File: config.mk
export PLATFORM = sky130hd
export DESIGN_NAME = i2c_master_ctrl
export DESIGN_NICKNAME = d
export VERILOG_FILES = /design/src/rtl/i2c_master_ctrl.sv
export SDC_FILE = /design/constraint.sdc
export NUM_CORES = 1
export LEC_CHECK = 0
export BUFFER_PORTS_ARGS = -buffer_cell sky130_fd_sc_hd__buf_2
export CELL_PAD_IN_SITES_DETAIL_PLACEMENT = 2
export CELL_PAD_IN_SITES_GLOBAL_PLACEMENT = 2
export CORE_UTILIZATION = 40
export CTS_CLUSTER_SIZE = 25
export DETAILED_ROUTE_END_ITERATION = 8
export GPL_TIMING_DRIVEN = 0
export PLACE_DENSITY = 0.9
export REMOVE_ABC_BUFFERS = 1
export SLEW_MARGIN = 20
export SYNTH_ARGS = -nofsm -noshare
export SYNTH_HDL_FRONTEND = slang
export SYNTH_SLANG_ARGS = --single-unit
File: constraint.sdc
create_clock -name clk_50 -period 4.75 [get_ports clk_50]
set_input_delay 0 -clock clk_50 [delete_from_list [all_inputs] [get_ports clk_50]]
set_output_delay 0 -clock clk_50 [all_outputs]
set_load 0.03 [all_outputs]
File: src/rtl/i2c_master_ctrl.sv
// i2c_master_ctrl: multi-byte I2C master (7-bit addressing, read/write, ACK checking).
// Drives open-drain enables only; the top level builds the tristate pads.
// Optional feature macro: CLK_STRETCH_EN (slave may stretch SCL during Q1).
module i2c_master_ctrl #(
  parameter int unsigned CLK_DIV = 31,
  parameter int unsigned LEN_W   = 4
) (
  input  logic             clk_50,
  input  logic             reset_n,
  input  logic             start,
  input  logic             rw,
  input  logic [6:0]       slave_addr,
  input  logic [LEN_W-1:0] num_bytes,
  input  logic [7:0]       tx_data,
  input  logic             tx_valid,
  output logic             tx_ready,
  output logic [7:0]       rx_data,
  output logic             rx_valid,
  output logic             busy,
  output logic             done,
  output logic             ack_error,
  input  logic             sda_i,
  input  logic             scl_i,
  output logic             sda_oe,
  output logic             scl_oe
);
  localparam int unsigned QCNT_W = 8;

  typedef enum logic [3:0] {
    IDLE, START, ADDR, ADDR_ACK, WR_WAIT, WRITE, WR_ACK, READ, RD_ACK, STOP
  } state_t;

  state_t            state, state_d;
  logic [QCNT_W-1:0] qcnt, qcnt_d;
  logic [1:0]        q, q_d;
  logic [2:0]        bitcnt, bitcnt_d;
  logic [LEN_W-1:0]  cnt, cnt_d;
  logic [7:0]        shreg, shreg_d;
  logic [6:0]        addr_q, addr_d;
  logic              rw_q, rw_d, ack_bit, ack_bit_d;
  logic              sda_oe_d, scl_oe_d, tx_ready_d, rx_valid_d, busy_d, done_d, ack_error_d;
  logic [7:0]        rx_data_d;
  logic              tick_c, adv_c, q0_first_c, sample_c, bit_state_c, stretch_c;

`ifdef CLK_STRETCH_EN
  // Slave holds SCL low after we released it: keep Q1 from expiring
  assign stretch_c = (q == 2'd1) && !scl_oe && !scl_i;
`else
  logic scl_i_unused;
  assign scl_i_unused = scl_i;
  assign stretch_c    = 1'b0;
`endif

  assign tick_c      = (qcnt == QCNT_W'(CLK_DIV - 1));
  assign adv_c       = tick_c && !stretch_c;
  assign q0_first_c  = (q == 2'd0) && (qcnt == '0);
  assign sample_c    = (q == 2'd2) && (qcnt == '0);
  assign bit_state_c = (state == ADDR) || (state == ADDR_ACK) || (state == WRITE) ||
                       (state == WR_ACK) || (state == READ) || (state == RD_ACK);

  // State register
  always_ff @(posedge clk_50 or negedge reset_n) begin
    if (!reset_n) state <= IDLE;
    else          state <= state_d;
  end

  // Next-state, timebase and output logic
  always_comb begin
    state_d     = state;
    qcnt_d      = qcnt;
    q_d         = q;
    bitcnt_d    = bitcnt;
    cnt_d       = cnt;
    shreg_d     = shreg;
    addr_d      = addr_q;
    rw_d        = rw_q;
    ack_bit_d   = ack_bit;
    sda_oe_d    = sda_oe;
    scl_oe_d    = scl_oe;
    tx_ready_d  = tx_ready;
    rx_data_d   = rx_data;
    rx_valid_d  = 1'b0;
    done_d      = 1'b0;
    busy_d      = busy;
    ack_error_d = ack_error;

    // Quarter timebase; frozen while idle or waiting for a write byte
    if (state != IDLE && state != WR_WAIT) begin
      if (stretch_c)   qcnt_d = '0;
      else if (tick_c) begin
        qcnt_d = '0;
        q_d    = q + 2'd1;
      end else         qcnt_d = qcnt + QCNT_W'(1);
    end

    // SCL waveform shared by all bit slots: release after Q0, pull after Q3
    if (bit_state_c && adv_c) begin
      if (q == 2'd0) scl_oe_d = 1'b0;
      if (q == 2'd3) scl_oe_d = 1'b1;
    end

    case (state)
      IDLE: begin
        if (start) begin
          state_d     = START;
          rw_d        = rw;
          addr_d      = slave_addr;
          cnt_d       = num_bytes;
          ack_error_d = 1'b0;
          busy_d      = 1'b1;
          qcnt_d      = '0;
          q_d         = '0;
        end
      end
      START: begin
        if (adv_c && q == 2'd1) sda_oe_d = 1'b1;
        if (adv_c && q == 2'd2) begin
          scl_oe_d = 1'b1;
          state_d  = ADDR;
          q_d      = '0;
          bitcnt_d = 3'd7;
          shreg_d  = {addr_q, rw_q};
        end
      end
      ADDR, WRITE: begin
        if (q0_first_c) sda_oe_d = !shreg[7];
        if (adv_c && q == 2'd3) begin
          shreg_d  = {shreg[6:0], 1'b0};
          bitcnt_d = bitcnt - 3'd1;
          if (bitcnt == 3'd0) state_d = (state == ADDR) ? ADDR_ACK : WR_ACK;
        end
      end
      ADDR_ACK, WR_ACK: begin
        if (q0_first_c) sda_oe_d  = 1'b0;
        if (sample_c)   ack_bit_d = sda_i;
        if (adv_c && q == 2'd3) begin
          if (ack_bit) begin
            ack_error_d = 1'b1;
            state_d     = STOP;
          end else if (state == ADDR_ACK) begin
            if (cnt == '0) state_d = STOP;
            else if (rw_q) begin
              state_d  = READ;
              bitcnt_d = 3'd7;
            end else begin
              state_d    = WR_WAIT;
              tx_ready_d = 1'b1;
            end
          end else begin
            if (cnt != '0) cnt_d = cnt - LEN_W'(1);
            if (cnt <= LEN_W'(1)) state_d = STOP;
            else begin
              state_d    = WR_WAIT;
              tx_ready_d = 1'b1;
            end
          end
        end
      end
      WR_WAIT: begin
        if (tx_ready && tx_valid) begin
          shreg_d    = tx_data;
          tx_ready_d = 1'b0;
          state_d    = WRITE;
          bitcnt_d   = 3'd7;
          qcnt_d     = '0;
          q_d        = '0;
        end
      end
      READ: begin
        if (q0_first_c) sda_oe_d = 1'b0;
        if (sample_c) begin
          shreg_d = {shreg[6:0], sda_i};
          if (bitcnt == 3'd0) begin
            rx_data_d  = {shreg[6:0], sda_i};
            rx_valid_d = 1'b1;
          end
        end
        if (adv_c && q == 2'd3) begin
          bitcnt_d = bitcnt - 3'd1;
          if (bitcnt == 3'd0) state_d = RD_ACK;
        end
      end
      RD_ACK: begin
        if (q0_first_c) sda_oe_d = (cnt > LEN_W'(1));
        if (adv_c && q == 2'd3) begin
          if (cnt != '0) cnt_d = cnt - LEN_W'(1);
          if (cnt <= LEN_W'(1)) state_d = STOP;
          else begin
            state_d  = READ;
            bitcnt_d = 3'd7;
          end
        end
      end
      STOP: begin
        if (q0_first_c) sda_oe_d = 1'b1;
        if (adv_c) begin
          if (q == 2'd0) scl_oe_d = 1'b0;
          if (q == 2'd2) sda_oe_d = 1'b0;
          if (q == 2'd3) begin
            done_d  = 1'b1;
            busy_d  = 1'b0;
            state_d = IDLE;
          end
        end
      end
      default: state_d = IDLE;
    endcase
  end

  // Datapath and output registers; reset releases both lines at once
  always_ff @(posedge clk_50 or negedge reset_n) begin
    if (!reset_n) begin
      qcnt      <= '0;
      q         <= '0;
      bitcnt    <= '0;
      cnt       <= '0;
      shreg     <= '0;
      addr_q    <= '0;
      rw_q      <= 1'b0;
      ack_bit   <= 1'b0;
      sda_oe    <= 1'b0;
      scl_oe    <= 1'b0;
      tx_ready  <= 1'b0;
      rx_data   <= '0;
      rx_valid  <= 1'b0;
      busy      <= 1'b0;
      done      <= 1'b0;
      ack_error <= 1'b0;
    end else begin
      qcnt      <= qcnt_d;
      q         <= q_d;
      bitcnt    <= bitcnt_d;
      cnt       <= cnt_d;
      shreg     <= shreg_d;
      addr_q    <= addr_d;
      rw_q      <= rw_d;
      ack_bit   <= ack_bit_d;
      sda_oe    <= sda_oe_d;
      scl_oe    <= scl_oe_d;
      tx_ready  <= tx_ready_d;
      rx_data   <= rx_data_d;
      rx_valid  <= rx_valid_d;
      busy      <= busy_d;
      done      <= done_d;
      ack_error <= ack_error_d;
    end
  end

endmodule

[Yosys cells after proc, flatten, opt, wreduce, memory -nomap -nowiden]
Index checks and enable logic that the tools add are counted.
W data, S select, Z words.
Storage, ports and cells
  output and inout port bits: 15
  bits in read-only memories: 0
  word-level logic and storage cells: 197
  latch bits: 0
  bits in writable memories: 0
  input port bits: 26
  bits in registers: 53
  memories: 0
Cells by class
  reduce and logical (&&, ||, !) cells: 43
  $mul: 0
  add/sub/neg operators: 4
  divide/modulo/power cells: 0
  equal/unequal tests: 41
  muxes and demuxes: 90
  bitwise operators: 0
  shifts and indexed selects: 0
  magnitude comparators: 2
Operators with widths (number)
  $mux W4: 22
  $mux W8: 8
  $ne A2 B2 Y1 const B: 19
  $mux W3: 11
  $mux W1: 32
  $pmux W4 S8: 1
  $pmux W8 S4: 1
  $reduce_and A11 Y1: 2
  $eq A4 B3 Y1 const B: 4
  $pmux W8 S2: 1
  $pmux W3 S5: 1
  $mux W2: 6
  $pmux W4 S3: 1
  $reduce_bool A4 Y1: 3
  $ne A2 B1 Y1 const B: 5
  $reduce_and A5 Y1: 2
  $reduce_bool A5 Y1: 2
  $ne A3 B3 Y1 const B: 3
  $add A8 B1 Y8 const B: 1
  $eq A4 B2 Y1 const B: 2
  $eq A4 B4 Y1 const B: 2
  $eq A8 B5 Y1 const B: 1
  $logic_and A1 B1 Y1: 8
  $logic_not A4 Y1: 2
  26 further kinds: 40

[Logic depth before layout (Yosys ltp)]
Gate-level depths: netlist of the first run.
  depth in word-level cells: 11
  gate-level depth with buffers: 8
  gate-level depth less buffers: 7

[Worst setup path after synthesis of the first run]
No wires, ideal clock.
  kind: register to register
  start: register cnt[0]
  end: register bitcnt[0]
  arrival time: 1.838 ns
  library setup time: 0.128 ns
  path slack: 2.785 ns
  stages on the path, launching flop included: 8
  buffers on the path: 0
  period minus slack after synthesis: 1.965 ns
  required time: 4.622 ns
  cell sequence: dfrtp_1 -> inv_1 -> ha_1 -> nor3b_1 -> nor4b_1 -> o311ai_2 -> a21oi_2 -> mux2_1
On the way
  cells in the longest elaborated chain, start to end: 3
  elaborated cells on any way between the ends: 5
  classes of those cells: 1 x order compare; 2 x eq/ne; 2 x reduce/logical
Ends and longest elaborated chain
  start, declared: RTL line 37  | logic [LEN_W-1:0] cnt, cnt_d;
  start signal, assigned: RTL line 233  | cnt <= cnt_d;
  $le A4 B1 Y1 / $logic_not A4 Y1 (equally long branches): RTL line 187, 141
  $ne A2 B2 Y1 (no line)
  $reduce_and A11 Y1 (no line) (*)
  end signal, assigned: RTL line 232  | bitcnt <= bitcnt_d;
  end, declared: RTL line 36  | logic [2:0] bitcnt, bitcnt_d;
Mark *: on every way between the ends. The rest lies on a longest branch, timed or not.
A chain may end at the register's enable or synchronous reset.

[Final worst setup path of the first run]
  start: register state[1]
  end: register state[1]
On the way
  cells in the longest elaborated chain, start to end: 5
  elaborated cells on any way between the ends: 28
  classes of those cells: 20 x eq/ne; 4 x mux; 4 x reduce/logical
Ends and longest elaborated chain
  start, declared: RTL line 33  | state_t state, state_d;
  start signal, assigned: RTL line 64  | else state <= state_d;
  $eq A4 B2 Y1: RTL line 102, 140
  $mux W4: RTL line 140  | end else if (state == ADDR_ACK) begin
  $mux W4: RTL line 137  | if (ack_bit) begin
  $mux W4: RTL line 136  | if (adv_c && q == 2'd3) begin
  $pmux W4 S8: RTL line 102  | case (state)
Several ways; a longest one is shown, not always the timed one. The select of a mux whose other input is x is not followed.

==> impl_metrics.json, run 1 <==
{
  "period_needed_ps": 3170,
  "r2r_slack_ps": 1580,
  "overflow": 0,
  "post-place-cells": 452,
  "track_usage": 0.264,
  "critPathMaxFanout": 28,
  "first_pass_iters": 4,
  "min_path_cells": 4,
  "p_per_area_nw_per_um2": 678,
  "synth_top_area_frac": 0.399,
  "final.setup.tns_ps": 0,
  "avgRoutedWirePerCell_um": 22.6,
  "grt_pass1_wl_um": 17400,
  "cts.sinks": 53,
  "postSynthCellCount": 327,
  "cts-root-buf": "clkbuf_8",
  "post_cts_buffers": 0,
  "yosys_warnings": 0,
  "tritoncts": "done",
  "viasPerCell": 5.96,
  "layoutNonFillerInstCount": 473,
  "drc": 0,
  "fmax_ghz": 0.316,
  "ios": 41,
  "r2r_end": "state[1]$_DFFE_PN0P_",
  "die_area_um2": 8670,
  "p_leak_nw": 1.73,
  "status": "finished, final reports clean",
  "postCtsResizedCells": 0,
  "antenna_cells": 0,
  "drive_gt1_frac": 0.237,
  "wirelength_um": 10700,
  "postRouteAntennaNets": 0,
  "yosys.area.top_type": "dfrtp_1",
  "r2r.worst_path.cells": 5,
  "grt_pass1_vias": 3080,
  "numPortBuffers": 39,
  "setup_viol": 0,
  "cp-start-kind": "flip-flop",
  "synth_area_leaders": "dfrtp_1 40%, mux2_2 6.4%, ha_1 4.5%, a21oi_1 3.5%, nor2_1 2.7%",
  "synth_area_um2": 3320,
  "seq_area_um2": 1330,
  "clkTransAtPathRegs_ps": 110,
  "seq_area_frac_synth": 0.399,
  "arrival_ps": 3380,
  "multi_input_area_um2": 1810,
  "hold_start": "num_bytes[0]",
  "hpwl_um": 6910,
  "holdPathEnd": "cnt[0]$_DFFE_PN0P_",
  "nets": 408,
  "vdd_drop_max_mv": 0.252,
  "final_util": 0.478,
  "max_cap_viol_count": 0,
  "rows": 32,
  "clock_skew_ps": 15.3,
  "startpoint": "state[1]$_DFFE_PN0P_",
  "drv_slew": 0,
  "place_congestion": 0.811,
  "grt_max_degree": 54,
  "design_area_um2": 3770,
  "hold_violations": 0,
  "die_x_um": 93.1,
  "hold_class": "in -> reg",
  "drt-initial-drc-count": 129,
  "initial_utilization": 0.421,
  "syn_to_final_growth_pct": 13.5,
  "worstSetupPathType": "reg -> reg",
  "clock_latency_ps": 330,
  "postPlaceCellArea_um2": 3540,
  "syn_avg_cell_area_um2": 10.2,
  "finalCritPeriodShare": 0.667,
  "synthFlopType": "dfrtp_1",
  "htreeDepth": 2,
  "via_count": 2817,
  "setup_ws_ps": 1580,
  "reg2reg_from": "state[1]$_DFFE_PN0P_",
  "grt_setup_unrepaired": "no",
  "worstSetupEndpointType": "flip-flop",
  "fp.dieH_um": 93.1,
  "synth_cell_types": 65,
  "ys_seq_elements": 53,
  "cts_buffers": 5,
  "synth_edf_count": 0,
  "async_flop_share": 1.00,
  "fill_cells": 821,
  "tightestPinTransition_ps": 1040,
  "core_um2": 7890,
  "pre_cts_ws_ps": 1650,
  "slew_headroom": 0.306,
  "critPathRequiredTime_ps": 4960,
  "cts_buffer_depth": 2,
  "antenna_found_initial": 0
}
==> cell usage in the layout, fill, tap and decap left out, types with 5 or more instances in the layout <==
master | synthesis | final
nor3b_1 | 6 | 6
a31oi_1 | 6 | 6
mux2_2 | 19 | 19
a21oi_1 | 23 | 23
clkbuf_8 | 0 | 6
mux2i_1 | 7 | 7
a22o_1 | 8 | 8
nor3_1 | 7 | 7
xor2_1 | 8 | 8
inv_1 | 20 | 20
nor2_1 | 24 | 24
o21ai_0 | 13 | 13
o21ai_1 | 5 | 5
dfrtp_1 | 53 | 53
ha_1 | 12 | 12
and3_1 | 5 | 5
dlygate4sd3_1 | 0 | 13
nand3_1 | 7 | 7
nand2_1 | 23 | 23
buf_2 | 8 | 38
==> sequential cells by signal (all words and copies together), names as in the netlist <==
name       count
qcnt           8
rx_data        8
shreg          8
addr_q         7
cnt            4
state          4
bitcnt         3
q              2
ack_bit        1
ack_error      1
busy           1
done           1
rw_q           1
rx_valid       1
scl_oe         1
sda_oe         1
tx_ready       1
==> synthesized netlist by cell type (all sizes together) (2+ instances only) <==
cell type   n
and2        2
a21oi      26
nor2       24
mux2       25
a21boi      4
mux2i       7
nand4       5
nor4b       4
buf        14
dfrtp      53
and3        5
nand3       7
o21ai      18
nor3        9
o221ai      2
or4b        2
nor3b       6
a2bb2oi     2
a31oi       6
nand3b      4
nand2b      3
nor2b       4
ha         12
inv        20
a22o        8
nand2      23
clkbuf      2
xor2        8
==> per-layer routing <==
layer,share of wire,up-vias,track usage,routed length (µm)
met2,0.51,59,0.454,5460
met1,0.43,1479,0.332,4600
met5,0,-,0,0
met4,0.035,0,0.109,376
li1,-,1254,-,-
met3,0.022,25,0.0341,240
==> layout make-up <==
cell class                 count  area share
clock buffer                   6      0.0219
clock inverter                 2     0.00432
inverter                      20      0.0199
multi-input combinational    238       0.481
sequential                    53       0.352
tap                          102      0.0339
timing repair buffer          52      0.0870
==> power breakdown <==
part	switching, mW	internal (mW)	total [mW]
combinational	0.799	0.610	1.41
sequential	0.253	0.588	0.840
clock	0.185	0.121	0.306
total	1.24	1.32	2.55
==> worst max-delay path, cell delays in order (launching register included) <==
cell	delay (ps)
dfrtp_1	780
nor4b_4	910
nand2_1	380
o21ai_1	360
and3b_4	300
mux2_4	320
==> stage by stage <==
stage	power (mW)	hold slack (ps)
floorplan	1.79	-296
global placement	2.07	232
detailed placement	2.17	101
CTS	2.50	14.9
global route	2.72	55.1
finish	2.55	7.76
==> what timing repair did <==
action | 4_1_cts | 5_1_grt
hold endpoints to repair | 66 | 0
endpoints found under the setup margin | 0 | 0
hold buffers | 13 | 0
==> worst max-delay path by stage <==
stage,endpoint,slack (ps),depth (start not counted)
finish,state[1]$_DFFE_PN0P_,1580,5
global route,state[1]$_DFFE_PN0P_,1450,5
CTS,state[1]$_DFFE_PN0P_,1580,5
detailed placement,state[2]$_DFFE_PN0P_,1650,5
global placement,state[1]$_DFFE_PN0P_,1760,5
floorplan,state[1]$_DFFE_PN0P_,2440,5
==> logic make-up (layout without fill, tap and decap cells) <==
kind of cell,after synthesis,after routing,synth area share
buf+inv,36,80,0.0550
fa+ha+maj,12,12,0.0452
mux,32,32,0.110
flops,53,53,0.399
compound gates,82,82,0.178
simple gates,103,103,0.188
xor+xnor,9,9,0.0237
No activity file was read; power rests on OpenSTA's default activity.
==> run 2: changes to the inputs <==
--- a/config.mk
+++ b/config.mk
@@ -5,14 +5,15 @@
 export SDC_FILE = /design/constraint.sdc
 export NUM_CORES = 1
 export LEC_CHECK = 0
+export ABC_AREA = 1
 export BUFFER_PORTS_ARGS = -buffer_cell sky130_fd_sc_hd__buf_2
 export CELL_PAD_IN_SITES_DETAIL_PLACEMENT = 2
 export CELL_PAD_IN_SITES_GLOBAL_PLACEMENT = 2
-export CORE_UTILIZATION = 40
+export CORE_UTILIZATION = 33
 export CTS_CLUSTER_SIZE = 25
 export DETAILED_ROUTE_END_ITERATION = 8
 export GPL_TIMING_DRIVEN = 0
-export PLACE_DENSITY = 0.9
+export PLACE_DENSITY = 0.85
 export REMOVE_ABC_BUFFERS = 1
 export SLEW_MARGIN = 20
 export SYNTH_ARGS = -nofsm -noshare
==> constraint.sdc (replaced) <==
create_clock -name clk_50 -period 3.2 [get_ports clk_50]
set_input_delay 0 -clock clk_50 [delete_from_list [all_inputs] [get_ports clk_50]]
set_output_delay 0 -clock clk_50 [all_outputs]
set_load 0.03 [all_outputs]
==> run 2 against run 1 <==
Net effect:
- worst setup slack got worse by 710 ps
- flip-flop and latch count unchanged
- area after synthesis decreased by 3.1%
- power increased by 28%
- design area decreased by 1.2%
- clock-buffer cell count shrank 1
- non-clock buffer count is 4 lower
- via count up 10%
- critical path type unchanged
- fmax rose by 36%
==> impl_metrics.json, run 2 <==
{
  "htreeDepth": 2,
  "grt_max_degree": 54,
  "worstSetupPathType": "reg -> reg",
  "clkTransAtPathRegs_ps": 110,
  "drive_gt1_frac": 0.155,
  "viasPerCell": 4.92,
  "first_pass_iters": 4,
  "drt-initial-drc-count": 100,
  "crit_end": "state[3]$_DFFE_PN0P_",
  "worstSetupEndpointType": "flip-flop",
  "seq_area_frac_synth": 0.412,
  "period_needed_ps": 2330,
  "tightestPinTransition_ps": 719,
  "layoutNonFillerInstCount": 632,
  "synthAdderAreaFrac": 0.0467,
  "drc": 0,
  "hpwl_um": 7620,
  "startpoint": "qcnt[0]$_DFF_PN0_",
  "final_cell_mix": "185 x nand2_1, 53 x dfrtp_1, 47 x nand3_1, 42 x inv_1, 38 x buf_2",
  "post_cts_buffers": 0,
  "grt_setup_unrepaired": "no",
  "postRouteAntennaNets": 0,
  "ys_seq_elements": 53,
  "hold_buffers": 9,
  "cp-start-kind": "flip-flop",
  "r2r_end": "state[3]$_DFFE_PN0P_",
  "track_usage": 0.220,
  "wirelength_um": 10300,
  "final_common_cell": "nand2_1",
  "antenna_found_initial": 0,
  "synth_most_common_cell": "nand2_1",
  "clock_skew_ps": 21.4,
  "synth_area_um2": 3220,
  "p_leak_nw": 2.06,
  "cts.sinks": 53,
  "yosys.area.top_type": "dfrtp_1",
  "ios": 41,
  "post-place-cells": 615,
  "fill_cells": 1142,
  "reg2reg_from": "qcnt[0]$_DFF_PN0_",
  "initial_utilization": 0.345,
  "async_flop_share": 1.00,
  "cts_buffers": 5,
  "place_congestion": 0.840,
  "synth_area_leaders": "dfrtp_1 41%, nand2_1 22%, nand3_1 7.3%, inv_1 4.9%, ha_1 4.7%",
  "critPathRequiredTime_ps": 3410,
  "die_area_um2": 10200,
  "rows": 35,
  "synth_xor_area_frac": 0.0191,
  "postSynthCellCount": 452,
  "grt_pass1_wl_um": 17300,
  "cts-root-buf": "clkbuf_8",
  "synth_cell_types": 32,
  "numPortBuffers": 39,
  "max_cap_viol_count": 0,
  "avgRoutedWirePerCell_um": 16.4,
  "synthFlopType": "dfrtp_1",
  "synth_top_family_by_area": "simple AND/OR/NAND/NOR gates",
  "syn_avg_cell_area_um2": 7.12,
  "cts_buffer_depth": 2,
  "drv_slew": 0,
  "synth_edf_count": 0,
  "finalCritPeriodShare": 0.729,
  "syn_to_final_growth_pct": 15.6,
  "clock_latency_ps": 320,
  "vdd_drop_max_mv": 0.346,
  "overflow": 0,
  "synth_mux_area_frac": 0,
  "hold_class": "in -> reg",
  "arrival_ps": 2540,
  "fmax_ghz": 0.429,
  "r2r.worst_path.cells": 11,
  "postCtsResizedCells": 0,
  "hold_violations": 0,
  "grt_pass1_vias": 3407,
  "p_per_area_nw_per_um2": 877,
  "final.setup.tns_ps": 0,
  "setup_viol": 0,
  "yosys_warnings": 0,
  "ys_top_cells_by_count": "185 x nand2_1, 53 x dfrtp_1, 47 x nand3_1, 42 x inv_1, 34 x nor2_1",
  "core_um2": 9330,
  "synth_top_area_frac": 0.412,
  "antenna_cells": 0,
  "seq_area_um2": 1330,
  "slew_headroom": 0.519,
  "critPathMaxFanout": 14,
  "tritoncts": "done",
  "synthSimpleGateAreaFrac": 0.398,
  "fp.dieH_um": 101,
  "top_regs": "qcnt (8), rx_data (8), shreg (8)",
  "status": "finished, final reports clean",
  "die_x_um": 101,
  "r2r_slack_ps": 870,
  "via_count": 3112,
  "nets": 540,
  "synth-compound-area-share": 0.0517,
  "multi_input_area_um2": 1660
}
## run 2: changes by cell type after synthesis, sizes merged, moves of 6 or more
cell   before  now
o21ai      18   11
nand3       7   47
nor3        9    3
inv        20   49
nand2      23  194
nor2       24   45
a21oi      26    9
mux2       25    0
mux2i       7    0
a22o        8    0
buf        14    5
## run 2: cell families (layout without fill, tap and decap cells)
kind of cell               count (synthesis)  count (layout)
and+or+nand+nor                          298             298
buffers and inverters                     55             106
DFF                                       53              53
AOI/OAI and AO/OA                         27              27
adders and majority gates                 12              12
xor gates and xnor gates                   7               7
## run 2: area by class of cell
| type | count | area share |
|---|---|---|
| clock buffers | 5 | 0.0185 |
| clock inverters | 3 | 0.00672 |
| inverters | 50 | 0.0518 |
| multi-input cells | 344 | 0.446 |
| flip-flops and latches | 53 | 0.356 |
| well taps | 129 | 0.0434 |
| repair buffers | 48 | 0.0773 |
## run 2: worst min-delay path by stage
| stage | start | to | slack, ps | cells past startpoint |
|---|---|---|---|---|
| floorplan | reset_n | ack_bit$_DFFE_PN0P_ | -300 | 0 |
| global placement | slave_addr[4] | addr_q[4]$_DFFE_PN0P_ | 200 | 3 |
| detailed placement | reset_n | qcnt[4]$_DFF_PN0_ | 110 | 1 |
| CTS | sda_i | rx_data[0]$_DFFE_PN0P_ | 8 | 3 |
| global route | sda_i | rx_data[0]$_DFFE_PN0P_ | 30 | 3 |
| finish | sda_i | rx_data[0]$_DFFE_PN0P_ | 20 | 3 |
## run 2: critical path, cell delays in order, from the launching register on
cell and delay, ps:
dfrtp_1 440, inv_1 120, ha_1 160, nand2_1 50, nor2_1 230, nand3_1 270
nand2_1 150, inv_2 50, nor2_4 350, nand3_1 230, nand2_1 110, nand2_1 50
## run 2: where the power goes
| group | total [mW] | internal [mW] | switching (mW) |
|---|---|---|---|
| Sequential | 1.07 | 0.873 | 0.196 |
| Combinational | 1.78 | 0.538 | 1.25 |
| Clock | 0.411 | 0.159 | 0.252 |
## run 2: routing by layer
metal,part of all wire,global-route usage,wire [µm]
met4,0.013,0.0491,133
met1,0.44,0.273,4560
met2,0.53,0.408,5460
met5,0,0,0
met3,0.018,0.0222,188
## run 2: per-stage QoR
step	hold WS [ps]	area (µm²)	utilization	setup WS, ps	power (mW)
after floorplan	-296	3180	-	1440	2.28
after global placement	205	3530	0.379	964	2.70
after detailed placement	106	3540	0.379	893	2.84
after CTS	8.30	3720	0.399	884	3.28
after global routing	26.2	3720	0.399	595	3.58
final	19.1	3720	0.399	868	3.26
==> run 3: changes to the inputs <==
--- a/config.mk
+++ b/config.mk
@@ -9,11 +9,11 @@
 export BUFFER_PORTS_ARGS = -buffer_cell sky130_fd_sc_hd__buf_2
 export CELL_PAD_IN_SITES_DETAIL_PLACEMENT = 2
 export CELL_PAD_IN_SITES_GLOBAL_PLACEMENT = 2
-export CORE_UTILIZATION = 33
+export CORE_UTILIZATION = 29
 export CTS_CLUSTER_SIZE = 25
 export DETAILED_ROUTE_END_ITERATION = 8
 export GPL_TIMING_DRIVEN = 0
-export PLACE_DENSITY = 0.85
+export PLACE_DENSITY = 0.8
 export REMOVE_ABC_BUFFERS = 1
 export SLEW_MARGIN = 20
 export SYNTH_ARGS = -nofsm -noshare
==> constraint.sdc (replaced) <==
create_clock -name clk_50 -period 2.05 [get_ports clk_50]
set_input_delay 0 -clock clk_50 [delete_from_list [all_inputs] [get_ports clk_50]]
set_output_delay 0 -clock clk_50 [all_outputs]
set_load 0.03 [all_outputs]
==> run 3 against run 2 <==
Net effect:
- flip-flop and latch count unchanged
- routed wire length barely moved
- largest power group unchanged
- register-to-register slack got worse by 760 ps
- non-clock buffer count is 10 higher
- die area increased by 14%
- power is 64% higher
- critical path type unchanged
- cell count rose by 3.3%
- combinational power rose by 71%
- first-iteration DRC count is 2.0% lower
- critical endpoint is now shreg[5]$_DFFE_PN0P_
- worst setup slack worse by 760 ps
==> impl_metrics.json, run 3 (synthesized netlist as in run 2, its figures left out) <==
{
  "status": "finished, final reports clean",
  "drive_gt1_frac": 0.189,
  "grt_max_degree": 54,
  "drt-initial-drc-count": 98,
  "rows": 38,
  "min_path_cells": 5,
  "cp-start-kind": "flip-flop",
  "antenna_cells": 0,
  "overflow": 0,
  "drv_slew": 0,
  "tritoncts": "done",
  "seq_area_um2": 1330,
  "worstSetupPathType": "reg -> reg",
  "vdd_drop_max_mv": 0.631,
  "clock_skew_ps": 11.4,
  "arrival_ps": 2220,
  "fmax_ghz": 0.515,
  "track_usage": 0.185,
  "reg2reg_from": "qcnt[0]$_DFF_PN0_",
  "ios": 41,
  "top_regs": "qcnt (8), rx_data (8), shreg (8)",
  "grt_pass1_vias": 3307,
  "wirelength_um": 10300,
  "setup_viol": 0,
  "fp.dieH_um": 107,
  "worstSetupEndpointType": "flip-flop",
  "pre_cts_ws_ps": -266,
  "finalCritPeriodShare": 0.948,
  "viasPerCell": 4.80,
  "period_needed_ps": 1940,
  "nets": 550,
  "final_common_cell": "nand2_1",
  "drc": 0,
  "worst_path_max_delay_cell": "dfrtp_1",
  "r2r.worst_path.cells": 11,
  "numPortBuffers": 39,
  "setup_ws_ps": 107,
  "grt_pass1_wl_um": 16600,
  "clock_latency_ps": 330,
  "multi_input_area_um2": 1740,
  "crit_family": "simple AND/OR/NAND/NOR gates",
  "postPlaceCellArea_um2": 3550,
  "core_um2": 10800,
  "design_area_um2": 3900,
  "critPathRequiredTime_ps": 2320,
  "first_pass_iters": 4,
  "syn_to_final_growth_pct": 21.1,
  "cts-root-buf": "clkbuf_8",
  "via_count": 3137,
  "htreeDepth": 2,
  "initial_utilization": 0.297,
  "fill_cells": 1322,
  "p_leak_nw": 2.12,
  "hold_violations": 0,
  "cts_buffers": 5,
  "max_cap_viol_count": 0,
  "path_common_cell": "nand2_1",
  "cts.sinks": 53,
  "final_cell_mix": "184 x nand2_1, 52 x dfrtp_1, 44 x nand3_1, 41 x inv_1, 38 x buf_2",
  "hold_class": "in -> reg",
  "startpoint": "qcnt[0]$_DFF_PN0_",
  "hold_start": "num_bytes[2]",
  "tightestPinTransition_ps": 704,
  "avgRoutedWirePerCell_um": 15.8,
  "p_per_area_nw_per_um2": 1380,
  "postRouteAntennaNets": 0,
  "worst-path-buf-inv": 2,
  "hpwl_um": 7640,
  "slew_headroom": 0.530,
  "place_congestion": 0.837,
  "critical-path-max-stage-delay_ps": 390,
  "die_area_um2": 11500,
  "cts_buffer_depth": 2,
  "clkTransAtPathRegs_ps": 120,
  "critPathMaxFanout": 8,
  "path_cells": "inv_1, ha_1, nand2_1, nor2_4, nand3_1, nand2_1, nand2_1, nor2_4, buf_4, nand3_1, nand2_1",
  "die_x_um": 107,
  "final_util": 0.359,
  "antenna_found_initial": 0,
  "path_depth": 11
}
run 3: per-stage QoR:
stage | TNS [ps] | hold WS (ps) | power, mW | instances
3_3_place_gp | -1960 | 205 | 4.24 | 626
4_1_cts | 0 | 17.4 | 5.20 | 645
6_report | 0 | 27.3 | 5.37 | 653
2_1_floorplan | 0 | -296 | 3.56 | 447
5_1_grt | -154 | 55.5 | 5.88 | 653
3_5_place_dp | -4450 | 104 | 4.41 | 626
run 3: layout make-up:
cell class / instances / area share
Multi-Input combinational cell: 344 / 0.446
Timing Repair Buffer: 58 / 0.0931
Tap cell: 140 / 0.0450
Clock inverter: 3 / 0.00674
Inverter: 50 / 0.0504
Clock buffer: 5 / 0.0177
Sequential cell: 53 / 0.341
run 3: worst register-to-register path, stage by stage (launching register included):
cell     delay, ps
dfrtp_1        390
inv_1          100
ha_1           160
nand2_1         80
nor2_4         160
nand3_1        150
nand2_1        110
nand2_1        110
nor2_4         210
buf_4          210
nand3_1        110
nand2_1         90
run 3: what timing repair did:
action / in CTS / in global routing
buffers inserted: 2 / 8
hold endpoints to repair: 61 / 0
pin swaps: 1 / 2
hold buffers: 9 / 0
endpoints found under the setup margin: 35 / 33
gates resized for setup: 8 / 10
run 3: power breakdown:
part	total (mW)	leakage, nW	internal, mW	switching (mW)
registers	1.66	0.672	1.36	0.295
clock network	0.662	0.0423	0.250	0.412
logic	3.05	1.41	1.03	2.02
total	5.37	2.12	2.64	2.73
run 3: final timing paths:
kind / endpoint / slack (ps)
setup / recovery: shreg[5]$_DFFE_PN0P_ / 110
hold / removal: cnt[2]$_DFFE_PN0P_ / 30
setup reg to reg: shreg[5]$_DFFE_PN0P_ / 110
hold reg to reg: rx_data[2]$_DFFE_PN0P_ / 490
max in group asynchronous: state[3]$_DFFE_PN0P_ / 1290
min in group asynchronous: qcnt[2]$_DFF_PN0_ / 250
run 3: per-layer routing:
| metal | global-route usage | vias up | share of wire |
|---|---|---|---|
| li1 | - | 1536 | - |
| met1 | 0.246 | 1554 | 0.46 |
| met2 | 0.320 | 32 | 0.50 |
| met3 | 0.0254 | 15 | 0.026 |
| met4 | 0.0382 | 0 | 0.012 |
| met5 | 0 | - | 0 |
